## config.mk

```make
export PLATFORM = sky130hd
export DESIGN_NAME = systolic_host_sequencer
export DESIGN_NICKNAME = d
export VERILOG_FILES = /design/src/rtl/systolic_host_sequencer.sv
export SDC_FILE = /design/constraint.sdc
export NUM_CORES = 1
export LEC_CHECK = 0
export ABC_AREA = 1
export BUFFER_PORTS_ARGS = -buffer_cell sky130_fd_sc_hd__buf_2
export CAP_MARGIN = 15
export CORE_MARGIN = 5
export CORE_UTILIZATION = 45
export DETAILED_ROUTE_END_ITERATION = 8
export PLACE_DENSITY = 0.8
export SLEW_MARGIN = 20
export SYNTH_ARGS = -nofsm -noshare
export SYNTH_HDL_FRONTEND = slang
export SYNTH_SLANG_ARGS = --single-unit
```

## constraint.sdc

```tcl
create_clock -name clk -period 2.3 [get_ports clk]
set_clock_uncertainty 0.05 [all_clocks]
set_input_delay 0.115 -clock clk [delete_from_list [all_inputs] [get_ports clk]]
set_output_delay 0.115 -clock clk [all_outputs]
set_load 0.01 [all_outputs]
```

## src/rtl/systolic_host_sequencer.sv

```systemverilog
// rtl/systolic_host_sequencer.sv - byte-bus initiator for the systolic array; optional WAIT_DONE watchdog via SEQ_TIMEOUT_EN
module systolic_host_sequencer #(
    parameter int ADDR_W      = 7,
    parameter int RD_LAT      = 1,
    parameter int TIMEOUT_CYC = 4096
) (
    input  logic              clk,
    input  logic              rst_n,
    input  logic              cmd_go,
    output logic              busy,
    output logic              err_timeout,
    input  logic [7:0]        ld_data,
    input  logic              ld_valid,
    output logic              ld_ready,
    output logic [31:0]       rs_data,
    output logic              rs_valid,
    input  logic              rs_ready,
    output logic              rs_last,
    output logic [ADDR_W-1:0] bus_addr,
    output logic [7:0]        bus_wdata,
    output logic              bus_we,
    output logic              bus_re,
    output logic              bus_start,
    input  logic [7:0]        bus_rdata,
    input  logic              bus_ready,
    input  logic              bus_done
);

    typedef enum logic [2:0] {
        S_IDLE, S_WAIT_RDY, S_LOAD, S_START, S_WAIT_DONE, S_READ, S_EMIT
    } state_t;

    localparam int LAT_W = $clog2(RD_LAT + 1);

    state_t          state_q, state_d;
    logic [5:0]      cnt_q, cnt_d;      // operand byte index / write address
    logic            gap_q, gap_d;      // idle cycle after each write
    logic [3:0]      w_q, w_d;          // result word index
    logic [1:0]      k_q, k_d;          // byte within result word
    logic [LAT_W-1:0] lat_q, lat_d;     // 0 = issue read, 1..RD_LAT = waiting for data
    logic [31:0]     res_q, res_d;
    logic [6:0]      rd_addr;

    // Results live at 48..111: word w, byte k sits at 48 + 4w + k
    assign rd_addr = 7'd48 + {1'b0, w_q, k_q};
    assign rs_data = res_q;

`ifdef SEQ_TIMEOUT_EN
    localparam int TMO_W = $clog2(TIMEOUT_CYC + 1);
    logic             err_q, err_d;
    logic [TMO_W-1:0] tmo_q, tmo_d;
    assign err_timeout = err_q;
`else
    assign err_timeout = 1'b0;
`endif

    // State and datapath registers; reset abandons any partial job
    always_ff @(posedge clk or negedge rst_n) begin
        if (!rst_n) begin
            state_q <= S_IDLE;
            cnt_q   <= '0;
            gap_q   <= 1'b0;
            w_q     <= '0;
            k_q     <= '0;
            lat_q   <= '0;
            res_q   <= '0;
`ifdef SEQ_TIMEOUT_EN
            err_q   <= 1'b0;
            tmo_q   <= '0;
`endif
        end else begin
            state_q <= state_d;
            cnt_q   <= cnt_d;
            gap_q   <= gap_d;
            w_q     <= w_d;
            k_q     <= k_d;
            lat_q   <= lat_d;
            res_q   <= res_d;
`ifdef SEQ_TIMEOUT_EN
            err_q   <= err_d;
            tmo_q   <= tmo_d;
`endif
        end
    end

    // Next-state and bus strobes; strobes are decoded per state so they stay mutually exclusive
    always_comb begin
        state_d   = state_q;
        cnt_d     = cnt_q;
        gap_d     = gap_q;
        w_d       = w_q;
        k_d       = k_q;
        lat_d     = lat_q;
        res_d     = res_q;
`ifdef SEQ_TIMEOUT_EN
        err_d     = err_q;
        tmo_d     = tmo_q;
`endif
        busy      = (state_q != S_IDLE);
        ld_ready  = 1'b0;
        rs_valid  = 1'b0;
        rs_last   = 1'b0;
        bus_addr  = '0;
        bus_wdata = '0;
        bus_we    = 1'b0;
        bus_re    = 1'b0;
        bus_start = 1'b0;
        case (state_q)
            S_IDLE: begin
                if (cmd_go) begin
                    state_d = S_WAIT_RDY;
`ifdef SEQ_TIMEOUT_EN
                    err_d   = 1'b0;
`endif
                end
            end
            S_WAIT_RDY: begin
                if (bus_ready) begin
                    state_d = S_LOAD;
                    cnt_d   = '0;
                    gap_d   = 1'b0;
                end
            end
            S_LOAD: begin
                if (gap_q) begin
                    gap_d = 1'b0;
                end else begin
                    ld_ready = 1'b1;
                    if (ld_valid) begin
                        bus_we    = 1'b1;
                        bus_addr  = ADDR_W'(cnt_q);
                        bus_wdata = ld_data;
                        gap_d     = 1'b1;
                        if (cnt_q == 6'd47) state_d = S_START;
                        else                cnt_d   = cnt_q + 6'd1;
                    end
                end
            end
            S_START: begin
                bus_start = 1'b1;
                state_d   = S_WAIT_DONE;
`ifdef SEQ_TIMEOUT_EN
                tmo_d     = '0;
`endif
            end
            S_WAIT_DONE: begin
                if (bus_done) begin
                    state_d = S_READ;
                    w_d     = '0;
                    k_d     = '0;
                    lat_d   = '0;
                end
`ifdef SEQ_TIMEOUT_EN
                else if (tmo_q == TMO_W'(TIMEOUT_CYC - 1)) begin
                    err_d   = 1'b1;
                    state_d = S_IDLE;
                end else begin
                    tmo_d = tmo_q + 1'b1;
                end
`endif
            end
            S_READ: begin
                if (lat_q == '0) begin
                    bus_re   = 1'b1;
                    bus_addr = ADDR_W'(rd_addr);
                    lat_d    = LAT_W'(1);
                end else if (lat_q == LAT_W'(RD_LAT)) begin
                    res_d[{k_q, 3'b000} +: 8] = bus_rdata;
                    lat_d = '0;
                    if (k_q == 2'd3) state_d = S_EMIT;
                    else             k_d     = k_q + 2'd1;
                end else begin
                    lat_d = lat_q + 1'b1;
                end
            end
            S_EMIT: begin
                rs_valid = 1'b1;
                rs_last  = (w_q == 4'd15);
                if (rs_ready) begin
                    if (w_q == 4'd15) begin
                        state_d = S_IDLE;
                    end else begin
                        w_d     = w_q + 4'd1;
                        k_d     = '0;
                        lat_d   = '0;
                        state_d = S_READ;
                    end
                end
            end
            default: state_d = S_IDLE;
        endcase
    end

endmodule
```

-- After elaboration in Yosys (flattened, before gate mapping)
Index checks and enable logic that the tools add are counted.
- flip-flop bits (word level): 49
- word-level logic and storage cells: 97
- shift operators: 2
- multiplexer cells: 50
- equality and inequality tests: 21
- $add $sub $neg: 5
- reductions and logical operators: 12
- operator list (kind ; number):
    $mux 6 ; 6
    $bwmux 32 ; 1
    $shift 8x7->32 const A ; 1
    $shiftx 8x7->32 ; 1
    $mux 3 ; 10
    $mux 8 ; 3
    $ne 2x2->1 const B ; 12
    $pmux 3 s7 ; 1
    $mux 1 ; 14
    $pmux 7 s2 ; 1
    $mux 4 ; 3
    $pmux 6 s2 ; 1
    $mux 2 ; 5
    $eq 3x3->1 const B ; 3
    $reduce_and 9->1 ; 1
    $pmux 4 s2 ; 1
    $reduce_and 4->1 ; 2
    $add 6x6->7 const A ; 1
    $mux 7 ; 1
    $neg 5->7 ; 1
    $add 6x1->6 const B ; 1
    $eq 3x2->1 const B ; 2
    $eq 6x6->1 const B ; 1
    $pmux 2 s3 ; 1
    other kinds (13) ; 16

-- Logic depth before layout (Yosys ltp)
Gate-level depths: netlist of the first run.
- word-level depth: 5
- gate-level depth with buffers: 10

-- Least setup slack after synthesis of the first run
OpenSTA, ideal clock, no wires.
- kind: reg-to-reg
- start: reg k_q[0]
- end: reg res_q[16], in the netlist rs_data[16]
- library setup time: 0.065 ns
- required time: 2.185 ns
- buffers on the path: 3
- path slack: 0.312 ns
- stages on the path, launching flop included: 10
- arrival time: 1.873 ns
- path through: dfrtp_1 > clkbuf_1 > inv_1 > ha_1 > buf_4 > inv_1 > buf_2 > nor2_1 > nand3_1 > nand2_1
- word-level cells in the longest chain between the ends: 3
- elaborated cells between the ends (all ways): 4
- those cells by class: add/sub (1); shift (2); mux (1)
- RTL lines (what ; line ; text):
    from (decl) ; 39 ; logic [1:0] k_q, k_d;
    from (signal assigned) ; 76 ; k_q <= k_d;
    $neg 5->7 (*) ; 168 ; res_d[{k_q, 3'b000} +: 8] = bus_rdata;
    $shiftx 8x7->32 / $shift 8x7->32 (equally long branches) ; 168 ;
    $bwmux 32 (*) ; 168 ;
    to (signal assigned) ; 78 ; res_q <= res_d;
    to (decl) ; 41 ; logic [31:0] res_q, res_d;
Mark *: on every way between the ends. The rest lies on a longest branch, timed or not.
A chain may end at the register's enable or synchronous reset.

-- Worst setup path after layout of the first run
- start: reg state_q[2]
- end: out bus_addr[1]
- word-level cells in the longest chain between the ends: 2
- elaborated cells between the ends (all ways): 3
- those cells by class: eq/ne (2); mux (1)
- RTL lines (what ; line ; text):
    from (decl) ; 35 ; state_t state_q, state_d;
    from (signal assigned) ; 72 ; state_q <= state_d;
    $eq 3x3->1 / $eq 3x2->1 (equally long branches) ; 108 ; case (state_q)
    $pmux 7 s2 (*) ; 108 ;
    to (decl) ; 19 ; output logic [ADDR_W-1:0] bus_addr,
Marked as above.

==> flow_summary.yaml, run 1 <==
die:
  coreArea_mm2: 0.00639
  io-pin-count: 78
  initial_utilization: 0.463
  die_y_um: 91.1
  die_width_um: 91.1
  design.die.area_mm2: 0.00829
  num_rows: 29
job:
  max_cap_violations: 0
clock_network:
  cts_tree: "built"
  clk_pin_slew_ns: 0.10
  cts_sinks: 49
  cts-root-buf: "clkbuf_8"
  htreeDepth: 2
  cts_buffer_depth: 2
  cts_buffers: 5
  cts_setup_buffers: 0
  clock_latency_ns: 0.31
grt:
  grt_pass1_vias: 2550
  grt.overflow.total: 0
  antenna_found_initial: 0
  use_met2: 0.288
  grt_use_total: 0.174
  grt_max_degree: 29
  busiest_layer: "met2"
  grt_use_met1: 0.228
  gr-usage-met3: 0.0397
  grt_pass1_wl_um: 12100
synthesis:
  synth_fp_nets: 391
  ys_types: 37
  syn_area_mm2: 0.00296
  ys_seq_area_frac: 0.415
  async_reset_ff_frac: 1.00
  synth-seq-cells: 49
  postSynthCellCount: 359
  yosys_warnings: 0
  synth_edf_count: 0
  avgSynthCellArea_um2: 8.24
  ys.flop_type: "dfrtp_1"
place:
  io_buffers: 76
  dp_worst_setup_slack_ns: 0.264
  gp_routability_congestion: 0.808
  dpl_cell_area_mm2: 0.00334
  hpwlAfterDp_um: 5180
  placed_cells: 501
critical_path:
  path_depth: 8
  worst-path-buf-inv: 3
  setup.worst_path.class: "reg2out"
  crit_path_start_kind: "register"
  worstPathArrival_ns: 1.92
  worstRegToRegCells: 7
  required_ns: 2.13
  worstPathCellList: "nor2_8 > inv_4 > nor2_4 > nand2_4 > inv_2 > nand2_1 > o21ai_0 > buf_2"
  end_kind: "output port"
  critPathMaxStageDelay_ns: 0.58
  critPathSlowestCell: "dfrtp_1"
  worst-path-max-fanout: 13
  cp_top_family: "flip-flops"
detailed_routing:
  drcViolationCount: 0
  wire_per_inst_um: 13.4
  initialDrtViolationCount: 122
  dr_total_vias: 2602
  drt_wl_total_um: 6910
  ant_nets: 0
  vias_per_cell: 5.06
  first_pass_iters: 5
timing:
  final_hold_viol_count: 0
  setup-violations-final: 0
  final.min_clock_period_ns: 2.09
  final.setup.tns_ns: 0
  maxSlewViolCount: 0
  rsz0062_at_grt: "false"
  max_freq_ghz: 0.479
  tightestPinTransition_ns: 0.538
  finalCritPeriodShare: 0.908
  fin_ws_ns: 0.211
  relSlewSlack: 0.642
  hold_ws_ns: 0.00942
cells_and_area:
  num_antenna_cells: 0
  stdcell_area_mm2: 0.00349
  fin_util: 0.546
  mostFrequentLayoutCells: "81 x nand2_1, 76 x buf_2, 47 x dfrtp_1"
  finalNonFillerCells: 514
  layout-drive-gt1-share: 0.307
  fin_nets: 468
  syn2layout_area_growth_pct: 17.9
  layout_commonest_cell: "nand2_1"
power:
  ir_worst_vdd_mv: 0.634
  static-leakage-power_nw: 1.65
  power.density_mw_per_mm2: 968
  finalPower_mw: 3.38
status:
  status: "completed"
min_path:
  holdPathStages: 3
  hold_class: "in2reg"
-- worst register-to-register path: stages (launching register included) --
cell,delay [ns]
dfrtp_1,0.41
inv_1,0.11
ha_1,0.41
inv_1,0.29
nand2_1,0.11
nor2_2,0.26
nand2_1,0.09
a21oi_1,0.16
-- routing by layer --
metal / routed length (um) / vias to the layer above / part of all wire
li1: - / 1303 / -
met5: 0 / - / 0
met2: 3190 / 103 / 0.46
met4: 72 / 0 / 0.010
met3: 557 / 8 / 0.081
met1: 3090 / 1188 / 0.45
-- worst paths after layout --
| kind | slack [ns] | endpoint | from |
|---|---|---|---|
| min reg2reg | 0.46 | rs_data[26] | rs_data[26] |
| min | 0.009 | rs_data[3] | bus_rdata[3] |
| max reg2reg | 0.34 | rs_data[1] | k_q[1] |
| max | 0.21 | bus_addr[1] | state_q[2] |
| min in group asynchronous | 0.23 | rs_data[6] | rst_n |
| max in group asynchronous | 1.19 | state_q[0] | rst_n |
-- what timing repair did --
item | CTS | global route
hold endpoints to repair | 25 | 0
gates resized for setup | 0 | 3
hold buffers | 5 | 0
endpoints found under the setup margin | 0 | 9
-- cell families after synthesis --
family,synth area share
simple gates,0.325
buf+inv,0.104
compound gates,0.103
flops,0.415
fa+ha+maj,0.0381
xor+xnor,0.0148
other cells,0.00127
-- sequential cells by signal (all words and copies together) (netlist names) --
signal / cells
cnt_q: 6
gap_q: 1
k_q: 2
lat_q: 1
rs_data: 32
state_q: 3
w_q: 4
-- power breakdown --
| part | total, mW | internal, mW | switching, mW | leakage (nW) |
|---|---|---|---|---|
| combinational | 1.55 | 0.509 | 1.04 | 1.08 |
| sequential | 1.28 | 1.07 | 0.217 | 0.524 |
| clock | 0.541 | 0.222 | 0.319 | 0.0423 |
| total | 3.38 | 1.80 | 1.58 | 1.65 |
-- area by class of cell --
cell class / count / area (um^2)
fill: 600 / 2900
multi-input combinational: 249 / 1430
sequential: 49 / 1230
timing repair buffer: 83 / 445
inverter: 48 / 193
tap: 77 / 96.3
clock buffer: 5 / 68.8
clock inverter: 3 / 26.3
-- Yosys cell counts (2+ instances only) --
cell type	number	area, um^2
a21oi_1	8	40.0
a21oi_2	2	17.5
buf_2	2	10.0
buf_4	2	15.0
buf_6	5	56.3
clkbuf_1	2	7.51
dfrtp_1	49	1230
ha_1	9	113
inv_1	43	161
inv_2	2	7.51
inv_6	2	17.5
nand2_1	81	304
nand2_4	5	56.3
nand3_1	19	95.1
nand3_2	4	40.0
nand3b_1	3	22.5
nand4_1	19	119
nor2_1	27	101
nor2_2	14	87.6
nor2_4	4	45.0
nor2_8	2	40.0
o21ai_0	33	165
o21ai_2	3	26.3
o22ai_1	2	12.5
xor2_1	5	43.8
Power figures use the tool's default switching activity.
==> inputs of run 2 (changes only) <==
--- a/config.mk
+++ b/config.mk
@@ -6,12 +6,13 @@
 export NUM_CORES = 1
 export LEC_CHECK = 0
 export ABC_AREA = 1
-export BUFFER_PORTS_ARGS = -buffer_cell sky130_fd_sc_hd__buf_2
 export CAP_MARGIN = 15
 export CORE_MARGIN = 5
 export CORE_UTILIZATION = 45
+export CTS_BUF_LIST = sky130_fd_sc_hd__clkbuf_4 sky130_fd_sc_hd__clkbuf_8 sky130_fd_sc_hd__clkbuf_16
 export DETAILED_ROUTE_END_ITERATION = 8
-export PLACE_DENSITY = 0.8
+export DONT_BUFFER_PORTS = 1
+export PLACE_DENSITY = 0.7
 export SLEW_MARGIN = 20
 export SYNTH_ARGS = -nofsm -noshare
 export SYNTH_HDL_FRONTEND = slang
==> flow_summary.yaml, run 2 (synthesis results as in run 1) <==
status:
  status: "completed"
critical_path:
  critPathMaxStageDelay_ns: 0.51
  worstPathArrival_ns: 1.95
  end_kind: "output port"
  cp_top_family: "simple AND/OR/NAND/NOR gates"
  worstRegToRegCells: 7
  timing.rr.end: "rs_data[7]"
  setup.worst_path.class: "reg2out"
  worst-path-buf-inv: 3
  r2r_start: "k_q[1]"
  reg2reg_slack_ns: 0.24
  critPathSlowestCell: "dfrtp_2"
  crit_top_cell: "nand2_4"
  required_ns: 2.13
  crit_path_start_kind: "register"
  worstPathCellList: "inv_6 > nand2_4 > nor2_8 > inv_4 > nor2_4 > nand2_4 > inv_2 > nand2_1 > o21ai_0"
  worst-path-max-fanout: 13
die:
  io-pin-count: 78
  die_y_um: 91.1
  num_rows: 29
  initial_utilization: 0.463
  die_width_um: 91.1
  coreArea_mm2: 0.00639
  design.die.area_mm2: 0.00829
power:
  p_switching_mw: 1.49
  swShare: 0.454
  ir_worst_vdd_mv: 0.651
  internal_power_mw: 1.79
  power_frac_clock: 0.196
  pwr-share-comb: 0.386
  seqPwrFrac: 0.418
  power.density_mw_per_mm2: 1030
  static-leakage-power_nw: 1.40
  finalPower_mw: 3.29
timing:
  relSlewSlack: 0.662
  tightestPinTransition_ns: 0.506
  hold_ws_ns: 0.00660
  rsz0062_at_grt: "false"
  max_freq_ghz: 0.474
  maxSlewViolCount: 0
  setup-violations-final: 0
  fin_ws_ns: 0.189
  final.setup.tns_ns: 0
  final_hold_viol_count: 0
  finalCritPeriodShare: 0.918
  final.min_clock_period_ns: 2.11
grt:
  grt_max_degree: 50
  grt.overflow.total: 0
  grt_use_total: 0.162
  grt_pass1_wl_um: 11200
  antenna_found_initial: 0
  grt_pass1_vias: 2219
cells_and_area:
  stdcell_area_mm2: 0.00319
  mostFrequentLayoutCells: "81 x nand2_1, 47 x dfrtp_1, 43 x inv_1"
  layout-drive-gt1-share: 0.156
  layout_commonest_cell: "nand2_1"
  largest_reg_flops: 32
  fin_nets: 396
  syn2layout_area_growth_pct: 7.78
  num_antenna_cells: 0
job:
  max_cap_violations: 0
place:
  dpl_cell_area_mm2: 0.00295
  dp_worst_setup_slack_ns: 0.264
  gp_routability_congestion: 0.786
  io_buffers: 0
  hpwlAfterDp_um: 4910
min_path:
  holdPathStages: 2
  holdPathEnd: "gap_q"
  min_from: "ld_valid"
  hold_class: "in2reg"
detailed_routing:
  first_pass_iters: 4
  drcViolationCount: 0
  ant_nets: 0
  drt_wl_total_um: 6700
  initialDrtViolationCount: 111
  wire_per_inst_um: 15.1
  vias_per_cell: 5.25
  dr_total_vias: 2320
clock_network:
  htreeDepth: 2
  clk_pin_slew_ns: 0.09
  cts-root-buf: "clkbuf_8"
  cts_buffers: 5
  cts_tree: "built"
  cts_buffer_depth: 2
  cts_sinks: 49
  clock_latency_ns: 0.30
run 2: through the flow:
step / cells / utilization
detailed placement: 424 / 0.462
floorplan: 359 / -
CTS: 442 / 0.499
global route: 442 / 0.499
global placement: 424 / 0.462
finish: 442 / 0.499
run 2: area by class of cell:
class	instances	area, um^2
clock buffer	6	82.6
clock inverter	2	37.5
fill	626	3200
inverter	48	193
multi-input combinational	249	1430
sequential	49	1230
tap	77	96.3
timing repair buffer	11	125
run 2: how the worst max path moves through the flow:
stage                          start     endpoint  depth (start not counted)
after floorplan               k_q[0]  rs_data[16]                          9
after global placement        k_q[1]   rs_data[6]                          7
after detailed placement      k_q[1]   rs_data[5]                          7
after CTS                 state_q[0]  bus_addr[1]                          9
after global routing          k_q[1]   rs_data[4]                          7
final                     state_q[0]  bus_addr[1]                          9
run 2: per-layer routing:
layer	global-route usage	vias to the layer above	share of wire
met3	0.0579	6	0.081
met2	0.259	75	0.47
met5	0	-	0
li1	-	1164	-
met4	0.0355	0	0.0075
met1	0.213	1075	0.45
run 2: worst reg2reg max path: stages (launching register included):
cell,delay [ns]
dfrtp_1,0.39
inv_1,0.10
ha_1,0.40
inv_1,0.30
nand2_1,0.08
nor2_1,0.40
nand2_1,0.13
a21oi_2,0.16
run 2: power groups by stage:
| stage | registers, mW | clock network [mW] | logic [mW] |
|---|---|---|---|
| 6_report | 1.38 | 0.644 | 1.27 |
| 5_1_grt | 1.41 | 0.693 | 1.44 |
| 4_1_cts | 1.38 | 0.657 | 1.27 |
| 3_5_place_dp | 1.39 | 0 | 1.23 |
| 3_3_place_gp | 1.39 | 0 | 1.20 |
| 2_1_floorplan | 1.27 | 0 | 1.20 |
run 2: what timing repair did:
| item | CTS | global route |
|---|---|---|
| setup buffers | 0 | 0 |
| gates resized for setup | 0 | 2 |
| hold endpoints to repair | 57 | 0 |
| setup endpoints to repair | 0 | 1 |
| hold buffers | 10 | 0 |
